[src/rtl/iob_gray_decoder.sv]
// Gray-to-binary sample decoder: tracks forward step, wrap-around, illegal
// multi-bit transitions and a saturating total of steps between captures.
module iob_gray_decoder #(
    parameter int W     = 4,
    parameter int CNT_W = 16
) (
    input  logic             clk_i,
    input  logic             cke_i,
    input  logic             rst_i,
    input  logic             en_i,
    input  logic [W-1:0]     gray_i,
    input  logic             err_clr_i,
    output logic [W-1:0]     bin_o,
    output logic             valid_o,
    output logic             upd_o,
    output logic [W-1:0]     step_o,
    output logic             wrap_o,
    output logic             err_o,
    output logic [CNT_W-1:0] total_o
);

    typedef enum logic {
        EMPTY = 1'b0,
        TRACK = 1'b1
    } state_t;

    state_t           state_q, state_d;
    logic [W-1:0]     gray_q;
    logic [W-1:0]     gray_d;
    logic [W-1:0]     bin_d;
    logic             valid_d;
    logic             upd_d;
    logic [W-1:0]     step_d;
    logic             wrap_d;
    logic             err_d;
    logic [CNT_W-1:0] total_d;

    logic [W-1:0]     b_new;
    logic [W-1:0]     diff;
    logic             multi_bit;
    logic [CNT_W:0]   sum;

    always_comb begin
        b_new        = '0;
        b_new[W-1]   = gray_i[W-1];
        for (int unsigned i = 1; i < W; i++) begin
            b_new[W-1-i] = b_new[W-i] ^ gray_i[W-1-i];
        end
    end

    // More than one set bit in the difference <=> clearing the lowest set bit leaves something.
    assign diff      = gray_i ^ gray_q;
    assign multi_bit = |(diff & (diff - W'(1)));

    always_comb begin
        state_d = state_q;
        gray_d  = gray_q;
        bin_d   = bin_o;
        valid_d = valid_o;
        upd_d   = 1'b0;
        step_d  = step_o;
        wrap_d  = 1'b0;
        err_d   = err_o;
        total_d = total_o;
        sum     = '0;

        if (err_clr_i) begin
            err_d = 1'b0;
        end

        if (en_i) begin
            upd_d  = 1'b1;
            gray_d = gray_i;
            bin_d  = b_new;
            case (state_q)
                EMPTY: begin
                    valid_d = 1'b1;
                    step_d  = '0;
                    state_d = TRACK;
                end
                TRACK: begin
                    step_d = b_new - bin_o;
                    wrap_d = (b_new < bin_o);
                    sum    = {1'b0, total_o} + (CNT_W+1)'(step_d);
                    total_d = sum[CNT_W] ? '1 : sum[CNT_W-1:0];
                    if (multi_bit) begin
                        err_d = 1'b1;
                    end
                end
                default: state_d = EMPTY;
            endcase
        end
    end

    always_ff @(posedge clk_i) begin
        if (cke_i) begin
            if (rst_i) begin
                state_q <= EMPTY;
                gray_q  <= '0;
                bin_o   <= '0;
                valid_o <= 1'b0;
                upd_o   <= 1'b0;
                step_o  <= '0;
                wrap_o  <= 1'b0;
                err_o   <= 1'b0;
                total_o <= '0;
            end else begin
                state_q <= state_d;
                gray_q  <= gray_d;
                bin_o   <= bin_d;
                valid_o <= valid_d;
                upd_o   <= upd_d;
                step_o  <= step_d;
                wrap_o  <= wrap_d;
                err_o   <= err_d;
                total_o <= total_d;
            end
        end
    end

endmodule

[config.mk]
export PLATFORM = sky130hd
export DESIGN_NAME = iob_gray_decoder
export DESIGN_NICKNAME = d
export VERILOG_FILES = /design/src/rtl/iob_gray_decoder.sv
export SDC_FILE = /design/constraint.sdc
export NUM_CORES = 1
export LEC_CHECK = 0
export CAP_MARGIN = 20
export CORE_MARGIN = 3
export CORE_UTILIZATION = 54
export CTS_BUF_LIST = sky130_fd_sc_hd__clkbuf_4
export CTS_CLUSTER_SIZE = 28
export DETAILED_ROUTE_END_ITERATION = 7
export PLACE_DENSITY = 0.83
export SLEW_MARGIN = 20
export SYNTH_ARGS = -nofsm -noshare
export SYNTH_HDL_FRONTEND = slang
export SYNTH_SLANG_ARGS = --single-unit
[constraint.sdc]
create_clock -name clk_i -period 5.2 [get_ports clk_i]
set_input_delay 1.04 -clock clk_i [delete_from_list [all_inputs] [get_ports clk_i]]
set_output_delay 1.04 -clock clk_i [all_outputs]
set_load 0.03 [all_outputs]
# Word level (Yosys, flattened, before mapping)
# Index checks and enable logic that the tools add are counted.
# totals
ff_bits	33
output_inout_bits	28
word_cells	43
# op_classes
n_addsub	3
order_cmp	1
n_eq_ne	1
muxes	15
n_bitwise	7
reduce_logical	7
# op_table
cell	count
16-bit 2-to-1 mux	3
16-bit by 4-bit adder with 17-bit output	1
4-bit 2-to-1 mux	3
1-bit 2-to-1 mux	8
4-bit case mux with 2 select lines	1
3-bit AND reduction	2
4-bit bitwise AND	1
4-bit < comparator	1
2-bit nonzero test	2
4-bit OR reduction	1
4-bit by 1-bit subtractor with 4-bit output (second input constant)	1
4-bit subtractor	1
4-bit XOR	1
3-bit OR reduction	1
1-bit XOR	3
2-bit inequality test (second input constant)	1
1-bit inverter	2
2-bit AND reduction	1

# Longest topological paths before layout
# depth
depth_word	8
depth_mapped	13
depth_no_buf	13

# Worst setup path after synthesis
# Ideal clock, no wire load.
# synth_timing
kind	input to register
startpoint	input gray_i[2]
endpoint	register total_o[10], data pin
arrival_time_ns	3.694
path_slack_ns	1.243
stages	10
n_path_buf	0
path_cell_list	xor2_1 > xnor2_1 > xor2_1 > ha_1 > fa_1 > fa_1 > nand2b_2 > a2111oi_4 > a31o_2 > a31oi_1
# synth_via
elab_chain_cells	8
# synth_lines
element	line_no	text
start: declaration	11	input logic [W-1:0] gray_i,
1-bit XOR (*)	47	b_new[W-1-i] = b_new[W-i] ^ gray_i[W-1-i];
1-bit XOR (2 in series)	47	
4-bit subtractor (*)	82	step_d = b_new - bin_o;
16-bit by 4-bit adder with 17-bit output (*)	84	sum = {1'b0, total_o} + (CNT_W+1)'(step_d);
16-bit 2-to-1 mux (*)	85	total_d = sum[CNT_W] ? '1 : sum[CNT_W-1:0];
16-bit 2-to-1 mux (*)	75	case (state_q)
16-bit 2-to-1 mux (*)	71	if (en_i) begin
end signal: assignment	116	total_o <= total_d;
end: declaration	19	output logic [CNT_W-1:0] total_o
# Every way passes the cells marked *; elsewhere a longest branch is shown, timed or not. The select of a mux whose other input is x is not followed.
# A chain may end at the register's enable or synchronous reset.

# Worst setup path after layout
# layout_timing
startpoint	input gray_i[2]
endpoint	register total_o[1], data pin
# layout_via
elab_chain_cells	8
# layout_lines
element	line_no	text
1-bit XOR (*)	47	
via b_new[2]	38	logic [W-1:0] b_new;
1-bit XOR (2 in series)	47	
4-bit subtractor (*)	82	
16-bit by 4-bit adder with 17-bit output (*)	84	
16-bit 2-to-1 mux (*)	85	
16-bit 2-to-1 mux (*)	75	
16-bit 2-to-1 mux (*)	71	
# Mark *: on every way through the listed nets, which the timed path passes. The rest lies on a longest branch. The select of a mux whose other input is x is not followed.

==> flow_summary.toml <==
[yosys]
dominantRegCellSynth = "edfxtp_1"
syn_inst = 170
async_reset_ff_share_pct = 0
synth_nets = 189
yosys.cell_types.count = 48
synth_edf_count = 32
ys_warn_count = 0
ys_seq_area_share_pct = 50.07
avgSynthCellArea_sq_um = 11.29
ys_ff_latch = 32
syn-cell-area_sq_um = 1919

[sta]
final.setup.worst_slack_ns = 0.7452
fin_crit_sh_pct = 85.67
tns_ns = 0
period_needed_ns = 4.455
grt_setup_unrepaired = "no"
worst_slew_pin_slew_ns = 0.5518
clock_skew_ns = 0.01459
slew_viol_final = 0
timing.slew.headroom_pct = 63.22
hold_viol_final = 0
clock.fmax_ghz = 0.2245
setup_viol = 0

[route]
wl_per_cell_microns = 16.17
dr.pass1.iters = 4
drc = 0
drt_iter0_drc = 74
vias_per_cell = 5.760
routed_wl_microns = 4173
vias = 1486
ant_nets = 0

[floorplanning]
die_h_microns = 65.62
core_area_sq_um = 3390
dieArea_sq_um = 4306
die_x_microns = 65.62
io_pins = 37
rows = 21
start_util_pct = 56.63

[clock_tree]
cts_max_level = 2
clkTransAtPathRegs_ns = 0.10
post-cts-setup-buffers = 0
clkLatencyLatePin_ns = 0.34
cts_hold_buf = 0
postCtsResizedCells = 0
cts.path.max_buffers = 2
cts_sinks = 32
cts-buffers-inserted = 5
tritoncts = "done"
root_buffer = "clkbuf_4"

[setup_path]
path_cells = "clkdlybuf4s50_1 -> xor2_1 -> xnor2_1 -> xor2_1 -> ha_1 -> fa_1 -> fa_1 -> nand2b_2 -> a21oi_2 -> nand3_4 -> a21oi_1"
rr_worst_depth = 11
slowest_stage = "fa_1"
reg2reg_to = "total_o[10]$_SDFFCE_PP0P_"
worst-r2r-setup-slack_ns = 2.24
cp_max_fo = 10
crit_arrival_ns = 4.63
cp-end-kind = "register"
worst-path-buf-inv = 1
slowest_delay_ns = 0.51
required_ns = 5.38
worstSetupStartpointType = "primary input"
critPathKind = "primary input to register"
timing.rr.start = "bin_o[1]$_SDFFCE_PP0P_"
critPathTopFamily = "adder cells"

[final_layout]
diodes = 0
layout.cells.most_common_list = "36 x clkdlybuf4s50_1, 32 x edfxtp_1, 17 x inv_1"
fin_nets = 230
area_growth_pct = 23.53
drive_above_1_share_pct = 9.906
fillers = 261
fin_util_pct = 69.95
instances_no_fill = 258
mostFrequentLayoutCell = "clkdlybuf4s50_1"

[place]
dp_cells = 250
gp_congestion = 0.8775
hpwl_microns = 3043
dp_slack_ns = 0.4090
port_buffers = 36

[global_route]
grt_max_degree = 25
antenna_found_initial = 0
grt_usage_pct = 22.04
grt_pass1_vias = 1479
overflow = 0
grt_pass1_wl_microns = 6996

[worst_hold_path]
hp-class = "register to register"
worstHoldEndpoint = "step_o[2]$_SDFFCE_PN0P_"
holdPathStages = 1
min-delay-start = "state_q$_SDFFCE_PP0P_"

[run]
max_cap_violations = 0

[power_and_ir_drop]
leakage_uw = 0.0008587
power_density_nw_per_um2 = 332.3
fin_total_pwr_uw = 787.8
vdd_drop_max_mv = 0.1533

[run_status]
status = "finished clean"
==> worst max-delay path by stage <==
stage,from,to,cells past startpoint,slack (ns)
after global routing,gray_i[2],total_o[1]$_SDFFCE_PP0P_,11,0.44
final,gray_i[2],total_o[1]$_SDFFCE_PP0P_,11,0.75
after CTS,gray_i[2],total_o[1]$_SDFFCE_PP0P_,11,0.73
after detailed placement,gray_i[2],total_o[11]$_SDFFCE_PP0P_,11,0.41
after global placement,gray_i[2],total_o[14]$_SDFFCE_PP0P_,11,0.59
after floorplan,gray_i[2],total_o[10]$_SDFFCE_PP0P_,10,1.24
==> registers in the layout, indices dropped and copies added (netlist names) <==
register  count
upd_o         1
bin_o         4
total_o      16
step_o        4
state_q       1
err_o         1
gray_q        3
valid_o       1
wrap_o        1
==> per-stage QoR <==
stage / hold slack [ns] / instance area, sq um
finish: 0.6896 / 2371
global route: 0.7046 / 2371
CTS: 0.6741 / 2371
detailed placement: 0.6315 / 2320
global placement: 0.6077 / 2320
floorplan: 0.5718 / 1919
==> per-layer routing <==
metal / share of wire [%] / wire length (microns) / track usage, % / vias up
met4: 2.3 / 98 / 10.10 / 0
li1: - / - / - / 723
met5: 0 / 0 / 0 / -
met1: 45 / 1867 / 28.62 / 693
met3: 4.6 / 193 / 6.154 / 12
met2: 48 / 2014 / 34.04 / 58
==> power by group <==
part / switching [uW] / leakage (uW) / internal [uW]
Combinational: 192 / 0.000514 / 122
Sequential: 20.7 / 0.000312 / 317
Clock: 86.5 / 0.0000324 / 49.5
==> logic make-up (layout without fill, tap and decap cells) <==
group / count (synthesis) / in the layout / synth area share, %
AOI/OAI and AO/OA: 42 / 42 / 15.97
xor gates and xnor gates: 11 / 11 / 5.019
adders and majority gates: 11 / 11 / 7.823
buffers and inverters: 22 / 64 / 5.215
DFF: 32 / 32 / 50.07
and+or+nand+nor: 52 / 52 / 15.91
==> worst register-to-register path: cells and delay by family, from the launching register on <==
family,cells,cell delay (ns)
flip-flops,1,0.44
AND/OR/NAND/NOR,4,0.65
adder cells (fa/ha/maj),2,0.63
AO/OA/AOI/OAI,4,0.94
buffers and inverters,1,0.07
==> final cells by class <==
type | instances | area, sq um | share of cell area (%)
well taps | 46 | 57.56 | 2.427
inverters | 18 | 67.56 | 2.850
clock inverters | 3 | 13.76 | 0.5805
clock buffers | 5 | 37.54 | 1.583
flip-flops and latches | 32 | 960.9 | 40.53
multi-input cells | 116 | 858.3 | 36.20
repair buffers | 38 | 375.4 | 15.83
==> cells in the mapped netlist, types with 3 or more instances <==
cell | count | area share, %
a211oi_1 | 4 | 1.6
a21oi_1 | 9 | 2.3
a31oi_1 | 5 | 1.6
and3_1 | 3 | 0.98
edfxtp_1 | 32 | 50
ha_1 | 8 | 5.2
inv_1 | 17 | 3.3
nand2_1 | 4 | 0.78
nand3_1 | 5 | 1.3
nand4_1 | 6 | 2.0
nor2_1 | 10 | 2.0
nor2b_1 | 7 | 2.3
nor3_1 | 3 | 0.78
o21ai_0 | 6 | 1.6
xnor2_1 | 7 | 3.2
xor2_1 | 4 | 1.8
Power figures use the tool's default switching activity.
